File: config.mk
export PLATFORM = sky130hd
export DESIGN_NAME = counter_updown_param
export DESIGN_NICKNAME = d
export VERILOG_FILES = /design/src/rtl/counter_pkg.sv /design/src/rtl/counter_step.sv /design/src/rtl/counter_updown_param.sv
export SDC_FILE = /design/constraint.sdc
export NUM_CORES = 1
export LEC_CHECK = 0
export CORE_UTILIZATION = 48
export CTS_BUF_LIST = sky130_fd_sc_hd__clkbuf_4 sky130_fd_sc_hd__clkbuf_8
export CTS_CLUSTER_DIAMETER = 30
export DETAILED_ROUTE_END_ITERATION = 16
export PLACE_DENSITY_LB_ADDON = 0.3
export SLEW_MARGIN = 0
export SYNTH_ARGS = -nofsm -noshare
export SYNTH_HDL_FRONTEND = slang
export SYNTH_SLANG_ARGS = --single-unit
File: constraint.sdc
create_clock -name clk -period 3.6 [get_ports clk]
set_input_delay 0.72 -clock clk [delete_from_list [all_inputs] [get_ports clk]]
set_output_delay 0.72 -clock clk [all_outputs]
set_load 0.02 [all_outputs]
File: src/rtl/counter_pkg.sv
// Shared constants for the up/down counter: saturate/wrap mode selectors and
// the encoding of the dir input.
package counter_pkg;

    localparam bit CNT_WRAP = 1'b0;
    localparam bit CNT_SAT  = 1'b1;

    localparam bit CNT_UP   = 1'b1;
    localparam bit CNT_DOWN = 1'b0;

endpackage : counter_pkg

File: src/rtl/counter_step.sv
// Combinational step for the up/down counter: given the current value and
// direction, produce the next in-range value and the end-of-range flag.
module counter_step
    import counter_pkg::*;
#(
    parameter int unsigned     WIDTH    = 8,
    parameter longint unsigned MODULUS  = 64'd1 << WIDTH,
    parameter bit              SATURATE = CNT_WRAP
) (
    input  logic [WIDTH-1:0] count,
    input  logic             dir,
    output logic [WIDTH-1:0] next_count,
    output logic             limit
);

    localparam logic [WIDTH-1:0] MAX_VAL = WIDTH'(MODULUS - 64'd1);

    logic at_top;
    logic at_bottom;

    assign at_top    = (count == MAX_VAL);
    assign at_bottom = (count == '0);
    assign limit     = (dir == CNT_UP) ? at_top : at_bottom;

    // Range ends are detected by equality, so a non-power-of-two modulus never
    // lets the value step past MAX_VAL.
    always_comb begin
        next_count = count;
        if (dir == CNT_UP) begin
            if (!at_top) begin
                next_count = count + WIDTH'(1);
            end else if (SATURATE == CNT_WRAP) begin
                next_count = '0;
            end
        end else begin
            if (!at_bottom) begin
                next_count = count - WIDTH'(1);
            end else if (SATURATE == CNT_WRAP) begin
                next_count = MAX_VAL;
            end
        end
    end

endmodule : counter_step

File: src/rtl/counter_updown_param.sv
// Parameterised up/down counter with wrap or saturate mode and a wrap pulse.
// Optional parallel load when COUNTER_LOAD_EN is defined.
module counter_updown_param
    import counter_pkg::*;
#(
    parameter int unsigned     WIDTH    = 8,
    parameter longint unsigned MODULUS  = 64'd1 << WIDTH,
    parameter bit              SATURATE = CNT_WRAP
) (
    input  logic             clk,
    input  logic             reset,
    input  logic             en,
    input  logic             dir,
`ifdef COUNTER_LOAD_EN
    input  logic             load,
    input  logic [WIDTH-1:0] load_val,
`endif
    output logic [WIDTH-1:0] count,
    output logic             at_limit,
    output logic             wrap
);

    localparam logic [WIDTH-1:0] MAX_VAL = WIDTH'(MODULUS - 64'd1);

    logic [WIDTH-1:0] count_reg;
    logic [WIDTH-1:0] count_next;
    logic             wrap_reg;
    logic             wrap_next;
    logic [WIDTH-1:0] step_count;
    logic             step_limit;

    counter_step #(
        .WIDTH    (WIDTH),
        .MODULUS  (MODULUS),
        .SATURATE (SATURATE)
    ) u_step (
        .count      (count_reg),
        .dir        (dir),
        .next_count (step_count),
        .limit      (step_limit)
    );

    // Priority below reset: load, then enable, else hold.
    always_comb begin
        count_next = count_reg;
        wrap_next  = 1'b0;
`ifdef COUNTER_LOAD_EN
        if (load) begin
            count_next = (load_val > MAX_VAL) ? MAX_VAL : load_val;
        end else if (en) begin
            count_next = step_count;
            wrap_next  = step_limit;
        end
`else
        if (en) begin
            count_next = step_count;
            wrap_next  = step_limit;
        end
`endif
    end

    always_ff @(posedge clk) begin
        if (reset) begin
            count_reg <= '0;
            wrap_reg  <= 1'b0;
        end else begin
            count_reg <= count_next;
            wrap_reg  <= wrap_next;
        end
    end

    assign count    = count_reg;
    assign wrap     = wrap_reg;
    assign at_limit = step_limit;

endmodule : counter_updown_param
* After elaboration in Yosys (flattened, before gate mapping)
Index checks and enable logic that the tools add are counted.
** Word-level totals
- Bits in registers :: 9
- Output and inout bits :: 10
- Input bits :: 4
- Logic and storage cells :: 12
** Operators by class
- Eq/ne operators :: 1
- Add/sub/neg operators :: 2
- Reductions and logical operators :: 2
- Muxes and demuxes :: 4
- Bitwise gates (word level) :: 1
** Operators by type and width (number)
- two-way mux 8 bit :: 3
- adder 8 x 1 -> 8 bit (second input constant) :: 1
- == test 8 bit (second input constant) :: 1
- zero test 8 bit :: 1
- subtractor 8 x 1 -> 8 bit (second input constant) :: 1
- OR reduction 2 bit :: 1
- two-way mux 1 bit :: 1
- inverter 1 bit :: 1

* Logic depth before layout (Yosys ltp)
Gate-level depths: netlist of run 1.
- Depth in word-level cells :: 3
- Depth in mapped cells :: 6
- Mapped depth without buffers :: 6

* Cells and area by module
Synthesis of run 1 repeated with hierarchy kept, for this count alone.
** Unflattened totals
- Cell total of the unflattened synthesis :: 92
- Area total of the unflattened synthesis :: 769.5 um^2
** Modules (own cells, without submodules)
- counter_step :: instances 1, cells each 64, area an instance 452.9 um^2, sequential area each 0.0 um^2
- counter_updown_param :: instances 1, cells each 28, area an instance 316.6 um^2, sequential area each 180.2 um^2

* Worst setup path before layout of run 1
Ideal clock, no wire load.
- Path type :: input -> output
- Start point :: input port dir
- End point :: output port at_limit
- Data required time :: 2.880 ns
- Arrival time :: 1.765 ns
- Buffers on the path :: 1
- Path slack :: 1.115 ns
- Stages on the path :: 3
- Cells stage by stage :: clkbuf_1 > or4_1 > o21bai_1
** Between the ends
- Word-level cells in the longest chain between the ends :: 1
** Ends and longest elaborated chain
- start: declaration :: line counter_updown_param.sv:13 : input logic dir,
- two-way mux 1 bit :: line counter_step.sv:23 : assign limit = (dir == CNT_UP) ? at_top : at_bottom;
- end: declaration :: line counter_updown_param.sv:19 : output logic at_limit,
No other way between the ends.

* Worst setup path after layout of run 1
Same ends and word-level chain as after synthesis.

==> results_tabular.tex, run 1 <==
\begin{tabular}{lr}
\hline
Metric & Value \\
\hline
\multicolumn{2}{l}{\textbf{Status}} \\
\quad Run status & complete, no violations \\
\multicolumn{2}{l}{\textbf{Placed design}} \\
\quad Hpwl dp & 1200 um \\
\quad Number of I/O port buffers & 13 \\
\quad Routability congestion estimate & 0.903 \\
\quad Area of placed instances & 853 um2 \\
\multicolumn{2}{l}{\textbf{Logic synthesis}} \\
\quad Avg Inst Size Synth & 7.92 um2 \\
\quad Top cell type by total area after synthesis & dfxtp\_1 \\
\quad Share of synthesized area occupied by flip-flops and latches & 0.244 \\
\quad Number of instances in the synthesized netlist & 93 \\
\quad Count of distinct cell types in the synthesized netlist & 44 \\
\quad Number of enable flip-flop cells after synthesis & 0 \\
\quad Mapped Nets & 100 \\
\quad Dominant synthesized flop cell & dfxtp\_1 \\
\quad Portion of synthesized cell area occupied by the leading cell type & 0.244 \\
\quad Synth cell count leaders & dfxtp\_1, nor2\_1, nand2\_1, nand3\_1 \\
\quad Flops \& latches, synth & 9 \\
\quad Most common cell in the netlist & dfxtp\_1 \\
\quad Number of warnings reported in the yosys synthesis log & 0 \\
\quad Largest cells by area after synthesis & dfxtp\_1, ha\_1, nor2\_1, or4\_1, xnor2\_1 \\
\quad Total standard cell area after synthesis & 737 um2 \\
\quad Async set-or-reset flop fraction in the synthesized netlist & 0 \\
\multicolumn{2}{l}{\textbf{Detailed routing}} \\
\quad Detailed-route wire length per cell & 14.6 um \\
\quad Number of vias per cell after detailed routing & 6.45 \\
\quad Count of antenna-violating nets left after detailed routing & 0 \\
\quad Number of DRC markers in iteration 0 & 23 \\
\quad Via count & 761 \\
\quad Total wirelength of the detailed-routed design & 1720 um \\
\quad DRC violations left & 0 \\
\quad 1st-pass router iterations & 4 \\
\multicolumn{2}{l}{\textbf{Setup path}} \\
\quad Worst path bufs/invs & 2 \\
\quad Data required time at the worst endpoint & 2880 ps \\
\quad Kind of end point of the critical path & output pin \\
\quad Crit path max-delay family & buffers and inverters \\
\quad Critical-path cell list & clkdlybuf4s50\_1 -> or4\_1 -> o21bai\_1 -> clkdlybuf4s50\_1 \\
\quad Worst stage delay on the critical path & 630 ps \\
\quad Largest fanout on the critical path & 3 \\
\quad Critical path's slowest cell & clkdlybuf4s50\_1 \\
\quad Critical path start-end classification & in -> out \\
\quad Critical path arrival & 2480 ps \\
\quad Most used cell, CP & clkdlybuf4s50\_1 \\
\quad CP Launch Type & input pin \\
\multicolumn{2}{l}{\textbf{CTS}} \\
\quad CTS tree & done \\
\quad Number of hold-repair buffers added at the cts stage & 0 \\
\quad Resized cells post-CTS & 0 \\
\quad Largest buffer count on any clock path & 2 \\
\quad Post-CTS Setup Bufs & 0 \\
\quad Number of sinks on the clock net & 9 \\
\quad Worst-skew pair later-pin latency & 270 ps \\
\quad Clock-pin slew on the worst setup and hold paths & 70 ps \\
\quad Maximum level of the CTS H-tree & 1 \\
\quad Clock root buffer & clkbuf\_4 \\
\quad Total CTS buffers & 3 \\
\multicolumn{2}{l}{\textbf{Global routing}} \\
\quad Largest net degree at the start of global routing & 16 \\
\quad Overall routing resource usage & 0.236 \\
\quad Total overflow reported by the global router & 0 \\
\quad Vias in the first global route & 576 \\
\quad Initial antenna violation count & 0 \\
\quad Wire length of the first global-routing pass & 2620 um \\
\multicolumn{2}{l}{\textbf{Timing}} \\
\quad Final period utilization & 0.889 \\
\quad Setup repair after global routing missed its margin & no \\
\quad Transition at the pin with the smallest max-transition slack & 634 ps \\
\quad Count of final max-slew check failures & 0 \\
\quad Tightest slew margin relative to the limit & 0.576 \\
\quad Post-layout min period & 3200 ps \\
\quad Setup skew after layout & 4.26 ps \\
\quad Upper clock frequency limit & 312 MHz \\
\quad Hold violation count in the final report & 0 \\
\quad Setup TNS & 0 ps \\
\quad Final setup fails & 0 \\
\multicolumn{2}{l}{\textbf{Finish}} \\
\quad Sequential Area & 180 um2 \\
\quad Largest register FFs & 8 \\
\quad Layout Area Growth over Synthesis & 19.5\% \\
\quad Final-stage net count & 111 \\
\quad Combined area of the multi-input logic cells & 502 um2 \\
\quad N\_diodes & 0 \\
\quad Number of fill cells & 132 \\
\quad Share of final-layout standard cells stronger than drive strength 1 & 0.0971 \\
\quad Post-route cell area & 881 um2 \\
\multicolumn{2}{l}{\textbf{Power and ir drop}} \\
\quad P\_sw & 131 uW \\
\quad Pwr/cell area & 390 mW/mm2 \\
\quad IR Drop Worst-Case VDD & 0.240 mV \\
\quad Internal power of the cells & 212 uW \\
\quad Combinational cell fraction of total power & 0.365 \\
\quad Fraction of power spent switching nets & 0.383 \\
\quad Power share of the clock group & 0.244 \\
\quad Leakage power & 0.309 nW \\
\quad Part of the total power dissipated in sequential elements & 0.392 \\
\quad PnR Total Power & 343 uW \\
\multicolumn{2}{l}{\textbf{Floorplan}} \\
\quad Std cell rows & 13 \\
\quad I/O pin count & 14 \\
\quad Starting density of the core & 0.539 \\
\quad Die Width & 41.2 um \\
\quad Total core area & 0.00137 mm2 \\
\quad Die area & 0.00170 mm2 \\
\quad Die height & 41.2 um \\
\multicolumn{2}{l}{\textbf{Hold path}} \\
\quad Class of the most critical hold timing path & reg -> reg \\
\multicolumn{2}{l}{\textbf{Job}} \\
\quad Maximum Capacitance Violations & 0 \\
\hline
\end{tabular}
==> final cells by class <==
cell class / instances / share of cell area
Multi-Input combinational cell: 72 / 0.570
Sequential cell: 9 / 0.205
Timing Repair Buffer: 14 / 0.156
Clock buffer: 3 / 0.0256
Tap cell: 15 / 0.0213
Inverter: 4 / 0.0170
Clock inverter: 1 / 0.00568
==> routing by layer <==
metal | routed length (um) | global-route usage | vias to the layer above | part of all wire
met3 | 129 | 0.0326 | 4 | 0.075
li1 | - | - | 365 | -
met2 | 815 | 0.340 | 40 | 0.47
met4 | 20 | 0.0726 | 0 | 0.012
met5 | 0 | 0 | - | 0
met1 | 755 | 0.356 | 352 | 0.44
==> power by group through the flow <==
stage	registers [mW]	clock network, mW	logic [mW]
2_1_floorplan	0.134	0	0.0893
3_3_place_gp	0.136	0	0.122
3_5_place_dp	0.136	0	0.125
4_1_cts	0.134	0.0826	0.125
5_1_grt	0.138	0.0878	0.136
6_report	0.134	0.0837	0.125
==> kinds of logic after synthesis <==
| family | count (synthesis) | share of synthesized area |
|---|---|---|
| compound gates | 25 | 0.258 |
| flops | 9 | 0.244 |
| simple gates | 38 | 0.292 |
| buf+inv | 12 | 0.0747 |
| xor+xnor | 3 | 0.0357 |
| mux | 3 | 0.0441 |
| fa+ha+maj | 3 | 0.0509 |
==> worst min-delay path, cell delays in order, from the launching register on <==
cell     delay [ps]
dfxtp_1         390
nor2_1          130
nor4_1           50
==> placed cells by master (no fill, tap or decap), types with 2 or more instances in the layout <==
master / count
or4_1: 4
o31ai_1: 3
ha_1: 3
nand2_1: 5
a21oi_1: 4
o21a_1: 2
clkbuf_4: 3
inv_1: 4
nand3_1: 5
clkdlybuf4s50_1: 13
a211oi_1: 2
dfxtp_1: 9
a31oi_1: 2
nor3_1: 3
o21ai_0: 2
nor2_1: 8
xnor2_1: 3
nand2b_1: 2
==> per-stage QoR <==
step	utilization	setup WS, ps	instances	hold slack, ps
global placement	0.625	411	114	585
global route	0.645	341	118	666
floorplan	-	1120	93	618
CTS	0.645	401	118	620
finish	0.645	399	118	619
detailed placement	0.625	410	114	592
==> worst paths after layout <==
kind / from / slack, ps / end / cells after the start
worst max-delay path: dir / 400 / at_limit / 4
worst min-delay path: count[6] / 620 / count[6] / 2
worst max register to register: count[0] / 1640 / count[0] / 6
worst min register to register: count[6] / 620 / count[6] / 2
Power figures use the tool's default switching activity.
==> run 2: changes to the inputs <==
--- a/config.mk
+++ b/config.mk
@@ -5,7 +5,7 @@
 export SDC_FILE = /design/constraint.sdc
 export NUM_CORES = 1
 export LEC_CHECK = 0
-export CORE_UTILIZATION = 48
+export CORE_UTILIZATION = 47
 export CTS_BUF_LIST = sky130_fd_sc_hd__clkbuf_4 sky130_fd_sc_hd__clkbuf_8
 export CTS_CLUSTER_DIAMETER = 30
 export DETAILED_ROUTE_END_ITERATION = 16
==> constraint.sdc (replaced) <==
create_clock -name clk -period 2.6 [get_ports clk]
set_input_delay 0.52 -clock clk [delete_from_list [all_inputs] [get_ports clk]]
set_output_delay 0.52 -clock clk [all_outputs]
set_load 0.02 [all_outputs]
==> run 2 against run 1 <==
Power is 49% higher. Final cell count is 11% higher. Count of clock-buffer cells in the layout is 1 higher. Flip-flop and latch count stayed put. Design area is 11% higher. Critical path depth stayed put. Worst setup slack worse by 230 ps. Register-to-register slack worse by 1000 ps. Non-clock buffer count is 13 higher. Sequential power is 29% higher. Clock power is 49% higher. Clock skew is 3.2 ps higher. Critical path type unchanged.
==> results_tabular.tex, run 2 (synthesis gave the netlist of run 1 again) <==
\begin{tabular}{lr}
\hline
Metric & Value \\
\hline
\multicolumn{2}{l}{\textbf{Placed design}} \\
\quad Area of placed instances & 951 um2 (+11\%) \\
\quad Number of I/O port buffers & 13 (unchanged) \\
\quad Pre-CTS WS & -120 ps (-530 ps) \\
\quad Routability congestion estimate & 0.941 (+4.2\%) \\
\quad Hpwl dp & 1440 um (+21\%) \\
\multicolumn{2}{l}{\textbf{CTS}} \\
\quad Total CTS buffers & 3 (unchanged) \\
\quad CTS tree & done \\
\quad Clock root buffer & clkbuf\_4 \\
\quad Largest buffer count on any clock path & 2 (unchanged) \\
\quad Clock-pin slew on the worst setup and hold paths & 60 ps (about the same) \\
\quad Post-CTS Setup Bufs & 0 (unchanged) \\
\quad Number of sinks on the clock net & 9 (unchanged) \\
\quad Number of hold-repair buffers added at the cts stage & 0 (unchanged) \\
\quad Maximum level of the CTS H-tree & 1 (unchanged) \\
\quad Worst-skew pair later-pin latency & 270 ps (about the same) \\
\multicolumn{2}{l}{\textbf{Setup path}} \\
\quad Worst path bufs/invs & 2 (unchanged) \\
\quad Largest fanout on the critical path & 3 (unchanged) \\
\quad Worst r2r src & count[0] \\
\quad Critical-path cell list & clkdlybuf4s50\_1 -> or4\_1 -> o21bai\_1 -> dlygate4sd2\_1 \\
\quad Critical path's slowest cell & clkdlybuf4s50\_1 \\
\quad Data required time at the worst endpoint & 2080 ps (-800 ps) \\
\quad Endpoint of the worst register-to-register path & count[0] \\
\quad Reg2Reg Depth & 7 (+1) \\
\quad CP Launch Type & input pin \\
\quad Critical path start-end classification & in -> out \\
\quad Crit path max-delay family & buffers and inverters \\
\quad Kind of end point of the critical path & output pin \\
\quad Critical path arrival & 1920 ps (-560 ps) \\
\quad Register-to-register setup slack & 610 ps (-1030 ps) \\
\quad Worst stage delay on the critical path & 440 ps (-190 ps) \\
\quad Worst Setup SP & dir \\
\multicolumn{2}{l}{\textbf{Detailed routing}} \\
\quad Total wirelength of the detailed-routed design & 1950 um (+13\%) \\
\quad DRC violations left & 0 (unchanged) \\
\quad Number of vias per cell after detailed routing & 6.21 (-3.8\%) \\
\quad Via count & 813 (+6.8\%) \\
\quad Number of DRC markers in iteration 0 & 39 (+70\%) \\
\quad Count of antenna-violating nets left after detailed routing & 0 (unchanged) \\
\quad Top layer in use & met4 \\
\quad Wire length on met3 & 148 um (+15\%) \\
\quad DRT met1 WL & 871 um (+15\%) \\
\quad 1st-pass router iterations & 4 (unchanged) \\
\quad Met2 wire length & 919 um (+13\%) \\
\quad Detailed-route wire length per cell & 14.9 um (+2.0\%) \\
\multicolumn{2}{l}{\textbf{Finish}} \\
\quad Leading cell type in the layout, fill and taps excluded & buf\_4 \\
\quad Final-stage net count & 124 (+12\%) \\
\quad Largest register FFs & 8 (unchanged) \\
\quad N\_diodes & 0 (unchanged) \\
\quad Post-route cell area & 980 um2 (+11\%) \\
\quad Share of final-layout standard cells stronger than drive strength 1 & 0.198 (+0.101) \\
\quad Most used cells in the layout excluding fill and tap cells & buf\_4, clkdlybuf4s50\_1, dfxtp\_1 \\
\quad Layout Area Growth over Synthesis & 32.9\% \\
\multicolumn{2}{l}{\textbf{Floorplan}} \\
\quad Total core area & 0.00138 mm2 (+1.2\%) \\
\quad Die Width & 41.6 um (+1.0\%) \\
\quad Die height & 41.6 um (+1.0\%) \\
\quad Std cell rows & 13 (unchanged) \\
\quad Starting density of the core & 0.533 (-0.00635) \\
\quad Die area & 0.00173 mm2 (+2.0\%) \\
\quad I/O pin count & 14 (unchanged) \\
\multicolumn{2}{l}{\textbf{Timing}} \\
\quad Final setup slack of the worst path & 165 ps (-235 ps) \\
\quad Transition at the pin with the smallest max-transition slack & 402 ps (-232 ps) \\
\quad Worst hold slack across all endpoints & 582 ps (-36.9 ps) \\
\quad Upper clock frequency limit & 411 MHz \\
\quad Final setup fails & 0 (unchanged) \\
\quad Post-layout min period & 2440 ps \\
\quad Setup repair after global routing missed its margin & no \\
\quad Count of final max-slew check failures & 0 (unchanged) \\
\quad Final period utilization & 0.937 \\
\quad Tightest slew margin relative to the limit & 0.731 (+0.155) \\
\quad Setup skew after layout & 7.44 ps (+3.18 ps) \\
\quad Hold violation count in the final report & 0 (unchanged) \\
\multicolumn{2}{l}{\textbf{Global routing}} \\
\quad Wire length of the first global-routing pass & 3310 um (+26\%) \\
\quad Largest net degree at the start of global routing & 13 (-3) \\
\quad Vias in the first global route & 684 (+19\%) \\
\quad Total overflow reported by the global router & 0 (unchanged) \\
\quad Overall routing resource usage & 0.245 (+0.00914) \\
\quad Initial antenna violation count & 0 (unchanged) \\
\multicolumn{2}{l}{\textbf{Power and ir drop}} \\
\quad Leakage power & 0.377 nW (+22\%) \\
\quad Pwr/cell area & 521 mW/mm2 (+34\%) \\
\quad PnR Total Power & 510 uW (+49\%) \\
\quad IR Drop Worst-Case VDD & 0.300 mV (+25\%) \\
\multicolumn{2}{l}{\textbf{Hold path}} \\
\quad Start point of the worst min-delay path & count[1] \\
\quad Class of the most critical hold timing path & reg -> reg \\
\quad Terminating pin of the worst hold path & count[1] \\
\quad WHS Path Cells & 2 (unchanged) \\
\multicolumn{2}{l}{\textbf{Job}} \\
\quad Maximum Capacitance Violations & 0 (unchanged) \\
\multicolumn{2}{l}{\textbf{Status}} \\
\quad Run status & complete, no violations \\
\hline
\end{tabular}
==> run 2: timing repair <==
action                     4_1_cts  5_1_grt
setup endpoints to repair        1        0
hold endpoints to repair         0        0
gates resized for setup          1        0
==> run 2: area by class of cell <==
class	count	area [um2]
clock buffer	4	30.0
fill	112	403
inverter	4	15.0
multi-input combinational	72	502
sequential	9	180
tap	15	18.8
timing repair buffer	27	234
==> run 2: routing by layer <==
layer	track usage	vias up
met2	0.366	38
li1	-	396
met4	0.0452	0
met1	0.357	377
met3	0.0652	2
met5	0	-
==> run 2: worst min-delay path, cell delays in order (launching register included) <==
cell and delay, ps:
dfxtp_1 350, mux2i_1 130, nor2_1 50
==> run 2: worst max path at each step <==
stage,endpoint,cells past startpoint
finish,at_limit,4
global route,at_limit,5
CTS,at_limit,4
detailed placement,at_limit,4
global placement,at_limit,4
floorplan,at_limit,4
==> run 2: metrics by stage <==
stage / TNS, ps / cells / util
after floorplan: 0 / 93 / -
after global placement: -121 / 127 / 0.688
after detailed placement: -120 / 127 / 0.688
after CTS: 0 / 131 / 0.709
after global routing: 0 / 131 / 0.709
final: 0 / 131 / 0.709
==> run 2: report_power, final <==
part           internal (mW)  switching [mW]  total [mW]
Combinational          0.104           0.108       0.212
Clock                 0.0698          0.0552       0.125
Sequential             0.151          0.0220       0.173
Total                  0.325           0.185       0.510
==> run 3: changes to the inputs <==
--- a/config.mk
+++ b/config.mk
@@ -5,6 +5,7 @@
 export SDC_FILE = /design/constraint.sdc
 export NUM_CORES = 1
 export LEC_CHECK = 0
+export CORE_MARGIN = 1.5
 export CORE_UTILIZATION = 47
 export CTS_BUF_LIST = sky130_fd_sc_hd__clkbuf_4 sky130_fd_sc_hd__clkbuf_8
 export CTS_CLUSTER_DIAMETER = 30
==> run 3 against run 2 <==
Sequential share of layout area about the same. Count of clock-buffer cells in the layout stayed put. Non-clock buffer count did not move. Flip-flop and latch count unchanged. Global-route usage fell by 0.46 points. Largest power group unchanged.
==> results_tabular.tex, run 3 (synthesis gave the netlist of run 1 again) <==
\begin{tabular}{lr}
\hline
Metric & Value \\
\hline
\multicolumn{2}{l}{\textbf{CTS}} \\
\quad Total CTS buffers & 3 (unchanged) \\
\quad Maximum level of the CTS H-tree & 1 (unchanged) \\
\quad Clock-pin slew on the worst setup and hold paths & 70 ps (about the same) \\
\quad Number of sinks on the clock net & 9 (unchanged) \\
\quad Worst-skew pair later-pin latency & 270 ps (about the same) \\
\quad Resized cells post-CTS & 1 (unchanged) \\
\quad Largest buffer count on any clock path & 2 (unchanged) \\
\quad CTS tree & done \\
\quad Number of hold-repair buffers added at the cts stage & 0 (unchanged) \\
\quad Post-CTS Setup Bufs & 0 (unchanged) \\
\quad Clock root buffer & clkbuf\_4 \\
\multicolumn{2}{l}{\textbf{Detailed routing}} \\
\quad Wire length on met3 & 180 um (+22\%) \\
\quad Met2 wire length & 924 um (+0.54\%) \\
\quad DRT met1 WL & 834 um (-4.2\%) \\
\quad DRC violations left & 0 (unchanged) \\
\quad Detailed-route wire length per cell & 15.0 um (+0.67\%) \\
\quad 1st-pass router iterations & 4 (unchanged) \\
\quad Via count & 810 (-0.37\%) \\
\quad Count of antenna-violating nets left after detailed routing & 0 (unchanged) \\
\quad Top layer in use & met4 \\
\quad Number of DRC markers in iteration 0 & 46 (+18\%) \\
\quad Total wirelength of the detailed-routed design & 1980 um (+1.4\%) \\
\quad Number of vias per cell after detailed routing & 6.14 (-1.1\%) \\
\multicolumn{2}{l}{\textbf{Power and ir drop}} \\
\quad Leakage power & 0.378 nW (+0.26\%) \\
\quad Power share of the clock group & 0.249 (+0.004) \\
\quad Combinational cell fraction of total power & 0.421 (+0.006) \\
\quad Part of the total power dissipated in sequential elements & 0.330 (-0.010) \\
\quad IR Drop Worst-Case VDD & 0.292 mV (-2.7\%) \\
\quad P\_sw & 192 uW (+3.5\%) \\
\quad Internal power of the cells & 327 uW (+0.66\%) \\
\quad Pwr/cell area & 529 mW/mm2 (+1.5\%) \\
\quad Fraction of power spent switching nets & 0.370 (+0.00635) \\
\multicolumn{2}{l}{\textbf{Floorplan}} \\
\quad Die Width & 42.6 um (+2.4\%) \\
\quad Die area & 0.00181 mm2 (+4.9\%) \\
\quad I/O pin count & 14 (unchanged) \\
\quad Total core area & 0.00149 mm2 (+7.7\%) \\
\quad Std cell rows & 14 (+1) \\
\quad Die height & 42.6 um (+2.4\%) \\
\quad Starting density of the core & 0.495 (-0.0381) \\
\multicolumn{2}{l}{\textbf{Placed design}} \\
\quad Hpwl dp & 1430 um (-1.1\%) \\
\quad Number of I/O port buffers & 13 (unchanged) \\
\quad Placed cells & 128 (+0.79\%) \\
\quad Routability congestion estimate & 0.892 (-5.2\%) \\
\multicolumn{2}{l}{\textbf{Timing}} \\
\quad Tightest slew margin relative to the limit & 0.733 (+0.00222) \\
\quad Setup skew after layout & 1.22 ps (-6.22 ps) \\
\quad Worst hold slack across all endpoints & 601 ps (+19.5 ps) \\
\quad Final period utilization & 0.940 (+0.00289) \\
\quad Post-layout min period & 2440 ps (+7.52 ps) \\
\quad Final setup fails & 0 (unchanged) \\
\quad Transition at the pin with the smallest max-transition slack & 399 ps (-3.32 ps) \\
\quad Upper clock frequency limit & 409 MHz (-0.31\%) \\
\quad Setup TNS & 0 ps (unchanged) \\
\quad Setup repair after global routing missed its margin & no \\
\quad Count of final max-slew check failures & 0 (unchanged) \\
\quad Hold violation count in the final report & 0 (unchanged) \\
\multicolumn{2}{l}{\textbf{Setup path}} \\
\quad Critical path arrival & 1920 ps (about the same) \\
\quad Reg2Reg Depth & 7 (unchanged) \\
\quad CP Launch Type & input pin \\
\quad Data required time at the worst endpoint & 2080 ps (about the same) \\
\quad Kind of end point of the critical path & output pin \\
\quad Largest fanout on the critical path & 3 (unchanged) \\
\quad Critical path start-end classification & in -> out \\
\multicolumn{2}{l}{\textbf{Finish}} \\
\quad Final-stage net count & 124 (unchanged) \\
\quad Number of fill cells & 135 (+21\%) \\
\quad Most used cells in the layout excluding fill and tap cells & buf\_4, clkdlybuf4s50\_1, dfxtp\_1 \\
\quad Share of final-layout standard cells stronger than drive strength 1 & 0.198 (unchanged) \\
\quad Leading cell type in the layout, fill and taps excluded & buf\_4 \\
\quad Number of standard cells in the layout, taps in and fillers out & 132 (+0.76\%) \\
\quad Layout Area Growth over Synthesis & 33.1\% \\
\quad Post-layout utilization of the core & 0.659 (-0.0498) \\
\quad Largest register FFs & 8 (unchanged) \\
\quad N\_diodes & 0 (unchanged) \\
\multicolumn{2}{l}{\textbf{Job}} \\
\quad Maximum Capacitance Violations & 0 (unchanged) \\
\multicolumn{2}{l}{\textbf{Hold path}} \\
\quad Class of the most critical hold timing path & reg -> reg \\
\quad WHS Path Cells & 2 (unchanged) \\
\multicolumn{2}{l}{\textbf{Global routing}} \\
\quad Largest net degree at the start of global routing & 12 (-1) \\
\quad Initial antenna violation count & 0 (unchanged) \\
\quad Total overflow reported by the global router & 0 (unchanged) \\
\quad Vias in the first global route & 676 (-1.2\%) \\
\quad Wire length of the first global-routing pass & 3180 um (-3.8\%) \\
\quad Overall routing resource usage & 0.241 (-0.00457) \\
\multicolumn{2}{l}{\textbf{Status}} \\
\quad Run status & complete, no violations \\
\hline
\end{tabular}
run 3: cell counts in the layout (fill, tap and decap cells not counted):
No cell type changed its count.
run 3: final cells by class:
cell class / count / area, um2 / share of cell area
Clock buffer: 4 / 30.0 / 0.0306
Inverter: 4 / 15.0 / 0.0153
Multi-Input combinational cell: 72 / 502 / 0.511
Sequential cell: 9 / 180 / 0.184
Tap cell: 16 / 20.0 / 0.0204
Timing Repair Buffer: 27 / 234 / 0.239
run 3: power groups by stage:
stage,clock network [mW],logic [mW],registers (mW)
after floorplan,0,0.124,0.186
after global placement,0,0.212,0.173
after detailed placement,0,0.217,0.173
after CTS,0.128,0.217,0.170
after global routing,0.135,0.237,0.173
final,0.129,0.219,0.171
run 3: path summary, 6_finish.rpt:
kind / start / endpoint / slack [ps]
min: count[6] / count[6] / 600
max: dir / at_limit / 160
min reg2reg: count[6] / count[6] / 600
max reg2reg: count[1] / count[0] / 650
run 3: metrics by stage:
step	power (mW)	instance area, um2	worst slack [ps]
4_1_cts	0.516	981	155
5_1_grt	0.545	981	73.4
3_5_place_dp	0.390	952	-127
6_report	0.519	981	157
3_3_place_gp	0.385	952	-119
2_1_floorplan	0.309	737	438
run 3: worst max-delay path, cell delays in order:
cell and delay (ps):
clkdlybuf4s50_1 450, or4_1 440, o21bai_1 160, dlygate4sd2_1 350
run 3: per-layer routing:
| metal | vias up | global-route usage |
|---|---|---|
| met5 | - | 0 |
| met4 | 0 | 0.100 |
| met3 | 6 | 0.0388 |
| met2 | 54 | 0.388 |
| met1 | 358 | 0.317 |
| li1 | 392 | - |
==> edit 1, RTL diff (flow settings as in run 3) <==
Register the output `count` once more, without a reset; this adds one clock of latency there. The other outputs are not delayed to match.
--- a/src/rtl/counter_updown_param.sv
+++ b/src/rtl/counter_updown_param.sv
@@ -21,6 +21,8 @@
 );
 
     localparam logic [WIDTH-1:0] MAX_VAL = WIDTH'(MODULUS - 64'd1);
+
+    logic [WIDTH-1:0] count_d;
 
     logic [WIDTH-1:0] count_reg;
     logic [WIDTH-1:0] count_next;
@@ -69,8 +71,12 @@
         end
     end
 
-    assign count    = count_reg;
+    assign count_d  = count_reg;
     assign wrap     = wrap_reg;
     assign at_limit = step_limit;
 
+    always_ff @(posedge clk) begin
+        count <= count_d;
+    end
+
 endmodule : counter_updown_param
Formal check against the unedited RTL: not equivalent (a bounded check fails within 4 cycles, from zero or initial values and one cycle with reset high).
==> edit 1 against run 3 <==
- area after synthesis up 22%
- sequential cell count up 8
- largest cell class unchanged
- first-iteration DRC count down 46%
- worst setup slack better by 75 ps
- total power up 31%
- wire length up 16%
- count of clock-buffer cells in the layout unchanged
- cell area up 17%
==> edit 1: results (changes against run 3) <==
| Metric | Value |
|---|---|
| Status | `finished, final reports clean` |
| Peak VDD IR | `0.347 mV (+19%)` |
| Hold Crit Depth | `0 (-2)` |
| Post-synth ARST share | `0 (unchanged)` |
| Synth Area in XOR/XNOR | `0.0291 (-0.00653)` |
| Layout Cells excl Fill | `152 (+15%)` |
| CP peak stage delay | `480 ps (+30 ps)` |
| Layout cells sized above 1 | `0.181 (-0.0172)` |
| Avg Cell Area, Syn | `8.51 um2 (+7.4%)` |
| Worst Hold Path EP | `count[4]` |
| FF-to-FF Start | `count_d[1]` |
| Nets | `135 (+8.9%)` |
| Clock skew | `9.22 ps (+8.00 ps)` |
| Top cells by area, synth | `dfxtp_1 38%, ha_1 4.2%, nor2_1 3.3%` |
| Worst skew pair latency | `290 ps (+20 ps)` |
| Port bufs | `13 (unchanged)` |
| CP top delay family | `simple AND/OR/NAND/NOR gates` |
| Hold Path Class | `flop to flop` |
| First-pass GRT wire length | `3660 um (+15%)` |
| Int Pwr | `0.459 mW (+41%)` |
| Mux contribution to synthesized area | `0.0111 (-0.0330)` |
| Cell Pwr Density | `592 mW/mm2 (+12%)` |
| Worst R2R Path Depth | `6 (-1)` |
| Worst hold start | `count_d[4]` |
| Worst flop-to-flop path endpoint | `count_d[3]` |
| Synth top cells by count | `17 x dfxtp_1, 8 x nor2_1, 6 x inv_1` |
| Post-synth net total | `113 (+13%)` |
| Routed wire per std cell | `15.1 um (+0.87%)` |
| P_clk | `0.153 mW (+19%)` |
| Post-synthesis compound-gate area fraction | `0.211 (-0.0472)` |
| CTS buffer count | `3 (unchanged)` |
| Crit path from | `count_d[1]` |
| Internal reg-to-reg setup slack | `670 ps (+20 ps)` |
| Ant diodes | `0 (unchanged)` |
| Comb pwr share | `0.322 (-0.099)` |
| Detailed placer's ending HPWL | `1680 um (+18%)` |
| Crit path max fanout | `4 (+1)` |
| Adder-cell share of the synthesized area | `0.0416 (-0.00932)` |
| Reg clk slew, reported paths | `100 ps (+30 ps)` |
| Largest net degree at the start of global routing | `12 (unchanged)` |
| Register area share after synthesis | `0.377 (+0.133)` |
| Synth cell types | `39 (-11%)` |
| Slew @ Worst Pin | `430 ps (+31.4 ps)` |
| Slowest cell on crit path | `or3b_2` |
| Vias | `875 (+8.0%)` |
| Pleak | `0.462 nW (+22%)` |
| Placer congestion estimate | `0.974 (+9.2%)` |
| DRT iter0 DRCs | `25 (-46%)` |
| Vias in the first global route | `821 (+21%)` |
| Initial antenna violation count | `0 (unchanged)` |
| GRT Overall Usage | `0.246 (+0.00494)` |
| Post-CTS Setup Repair Bufs | `0 (unchanged)` |
## edit 1: changes by cell type after synthesis, sizes merged, moves of 2 or more
cell,change
o211a,+2
a21boi,+2
nand4,+2
mux2,-2
or4,-3
nor3,+2
o31ai,-2
dfxtp,+8
and4,+2
inv,+2
a41oi,+3
## edit 1: stage by stage
step	cell area [um2]	hold slack, ps	setup slack [ps]	utilization
2_1_floorplan	902	329	475	-
3_3_place_gp	1110	433	134	0.632
3_5_place_dp	1110	436	83.7	0.632
4_1_cts	1140	447	4.82	0.648
5_1_grt	1140	468	89.1	0.649
6_report	1140	445	232	0.649
## edit 1: routing by layer
| metal | track usage | part of all wire |
|---|---|---|
| met2 | 0.373 | 0.46 |
| met3 | 0.0385 | 0.045 |
| met5 | 0 | 0 |
| met1 | 0.318 | 0.46 |
| met4 | 0.172 | 0.036 |
## edit 1: layout make-up
type	instances	area (um2)
fillers	170	619
multi-input cells	75	505
flip-flops and latches	17	340
repair buffers	25	215
well taps	25	31.3
clock buffers	4	30.0
inverters	6	22.5
==> edit 2, RTL diff (config.mk and constraints of run 3) <==
Without the edit above. The option `COUNTER_LOAD_EN` is turned on by a define.
--- a/src/rtl/counter_updown_param.sv
+++ b/src/rtl/counter_updown_param.sv
@@ -1,5 +1,7 @@
 // Parameterised up/down counter with wrap or saturate mode and a wrap pulse.
 // Optional parallel load when COUNTER_LOAD_EN is defined.
+`define COUNTER_LOAD_EN
+
 module counter_updown_param
     import counter_pkg::*;
 #(
Interface: changed (added load and load_val); port bits go from 14 to 23. The function was not compared with the original's and may differ.
==> edit 2 against run 3 <==
- die area increased by 18%
- sequential cell count unchanged
- total power decreased by 3.4%
- combinational power decreased by 6%
- wire length increased by 22%
- critical endpoint unchanged
- area after synthesis increased by 20%
- worst setup slack improved by 40 ps
- cell area increased by 22%
- largest power group unchanged
- non-clock buffer count increased by 8
- final cell count increased by 26%
- utilization increased by 2.5 points
- synthesized cell count increased by 24%
==> edit 2: results (changes against run 3) <==
| Metric | Value |
|---|---|
| Hold Violations, Final | `0 (unchanged)` |
| Crit path max fanout | `4 (+1)` |
| Initial antenna violation count | `0 (unchanged)` |
| Largest net degree at the start of global routing | `15 (+3)` |
| Peak VDD IR | `0.298 mV (+2.2%)` |
| Pleak | `0.457 nW (+21%)` |
| Int Pwr | `0.324 mW (-0.95%)` |
| Post-synth net total | `131 (+31%)` |
| Synth cell types | `40 (-9.1%)` |
| Top cells by area, synth | `dfxtp_1 20%, ha_1 4.3%, clkbuf_1 3.8%` |
| Clock skew | `3.50 ps (+2.27 ps)` |
| Slew @ Worst Pin | `485 ps (+86.2 ps)` |
| Layout cells sized above 1 | `0.156 (-0.0422)` |
| Register area share after synthesis | `0.204 (-0.0402)` |
| Port bufs | `22 (+9)` |
| Nets | `158 (+27%)` |
| Reg clk slew, reported paths | `70 ps (about the same)` |
| CP peak stage delay | `470 ps (+20 ps)` |
| Synth top cells by count | `9 x clkbuf_1, 9 x dfxtp_1, 7 x inv_1, 7 x nand2_1, 6 x o21ai_0` |
| DRT iter0 DRCs | `32 (-30%)` |
| Vias in the first global route | `868 (+28%)` |
| FILL cells | `146 (+8.1%)` |
| Routed wire per std cell | `14.5 um (-3.1%)` |
| Arrival @ worst endpoint | `1880 ps (-40 ps)` |
| Status | `finished, final reports clean` |
| Ant diodes | `0 (unchanged)` |
| CTS buffer count | `3 (unchanged)` |
| GRT Overall Usage | `0.248 (+0.00709)` |
| Largest Pwr Group | `combinational cells` |
| Detailed placer's ending HPWL | `1760 um (+23%)` |
| Vias per inst | `5.84 (-4.8%)` |
| Setup WS pre-CTS | `-84.3 ps (+43.0 ps)` |
| First-pass GRT wire length | `3760 um (+18%)` |
| Placer congestion estimate | `0.951 (+6.7%)` |
-- edit 2: changes by cell type in the layout (fill, tap and decap cells not counted), moves of 3 or more --
| cell | before | now |
|---|---|---|
| a31oi_1 | 2 | 5 |
| nor2_1 | 8 | 4 |
| clkdlybuf4s50_1 | 12 | 21 |
| inv_1 | 4 | 7 |
| o21ai_0 | 2 | 6 |
| or4_1 | 4 | 0 |
-- edit 2: per-stage QoR --
step                      cells  instance area (um2)  total power, mW  setup TNS (ps)  hold slack, ps
final                       166                 1190            0.501               0             595
after global routing        166                 1190            0.529               0             616
after CTS                   166                 1190            0.498               0             600
after detailed placement    162                 1160            0.376           -84.3             580
after global placement      162                 1160            0.370           -33.9             587
after floorplan             115                  882            0.299               0             611
-- edit 2: layer usage --
metal | global-route usage | vias to the layer above | part of all wire
met3 | 0.0471 | 5 | 0.049
met1 | 0.329 | 448 | 0.47
met2 | 0.381 | 42 | 0.47
met5 | 0 | - | 0
li1 | - | 475 | -
met4 | 0.120 | 0 | 0.014
-- edit 2: logic make-up after synthesis --
family / after synthesis / synth area share
fa+ha+maj: 3 / 0.0426
xor+xnor: 5 / 0.0497
compound gates: 37 / 0.305
buf+inv: 20 / 0.105
mux: 3 / 0.0340
simple gates: 38 / 0.260
flops: 9 / 0.204
-- edit 2: layout make-up --
cell class	instances	area share
inverter	7	0.0220
timing repair buffer	35	0.265
multi-input combinational	86	0.510
sequential	9	0.151
clock buffer	4	0.0252
tap	25	0.0262
-- edit 2: final timing paths --
path | start | endpoint | slack (ps) | cells past startpoint
max | dir | at_limit | 200 | 5
min reg2reg | count[7] | count[0] | 590 | 1
min | count[7] | count[0] | 590 | 1
max reg2reg | count[0] | count[4] | 620 | 6
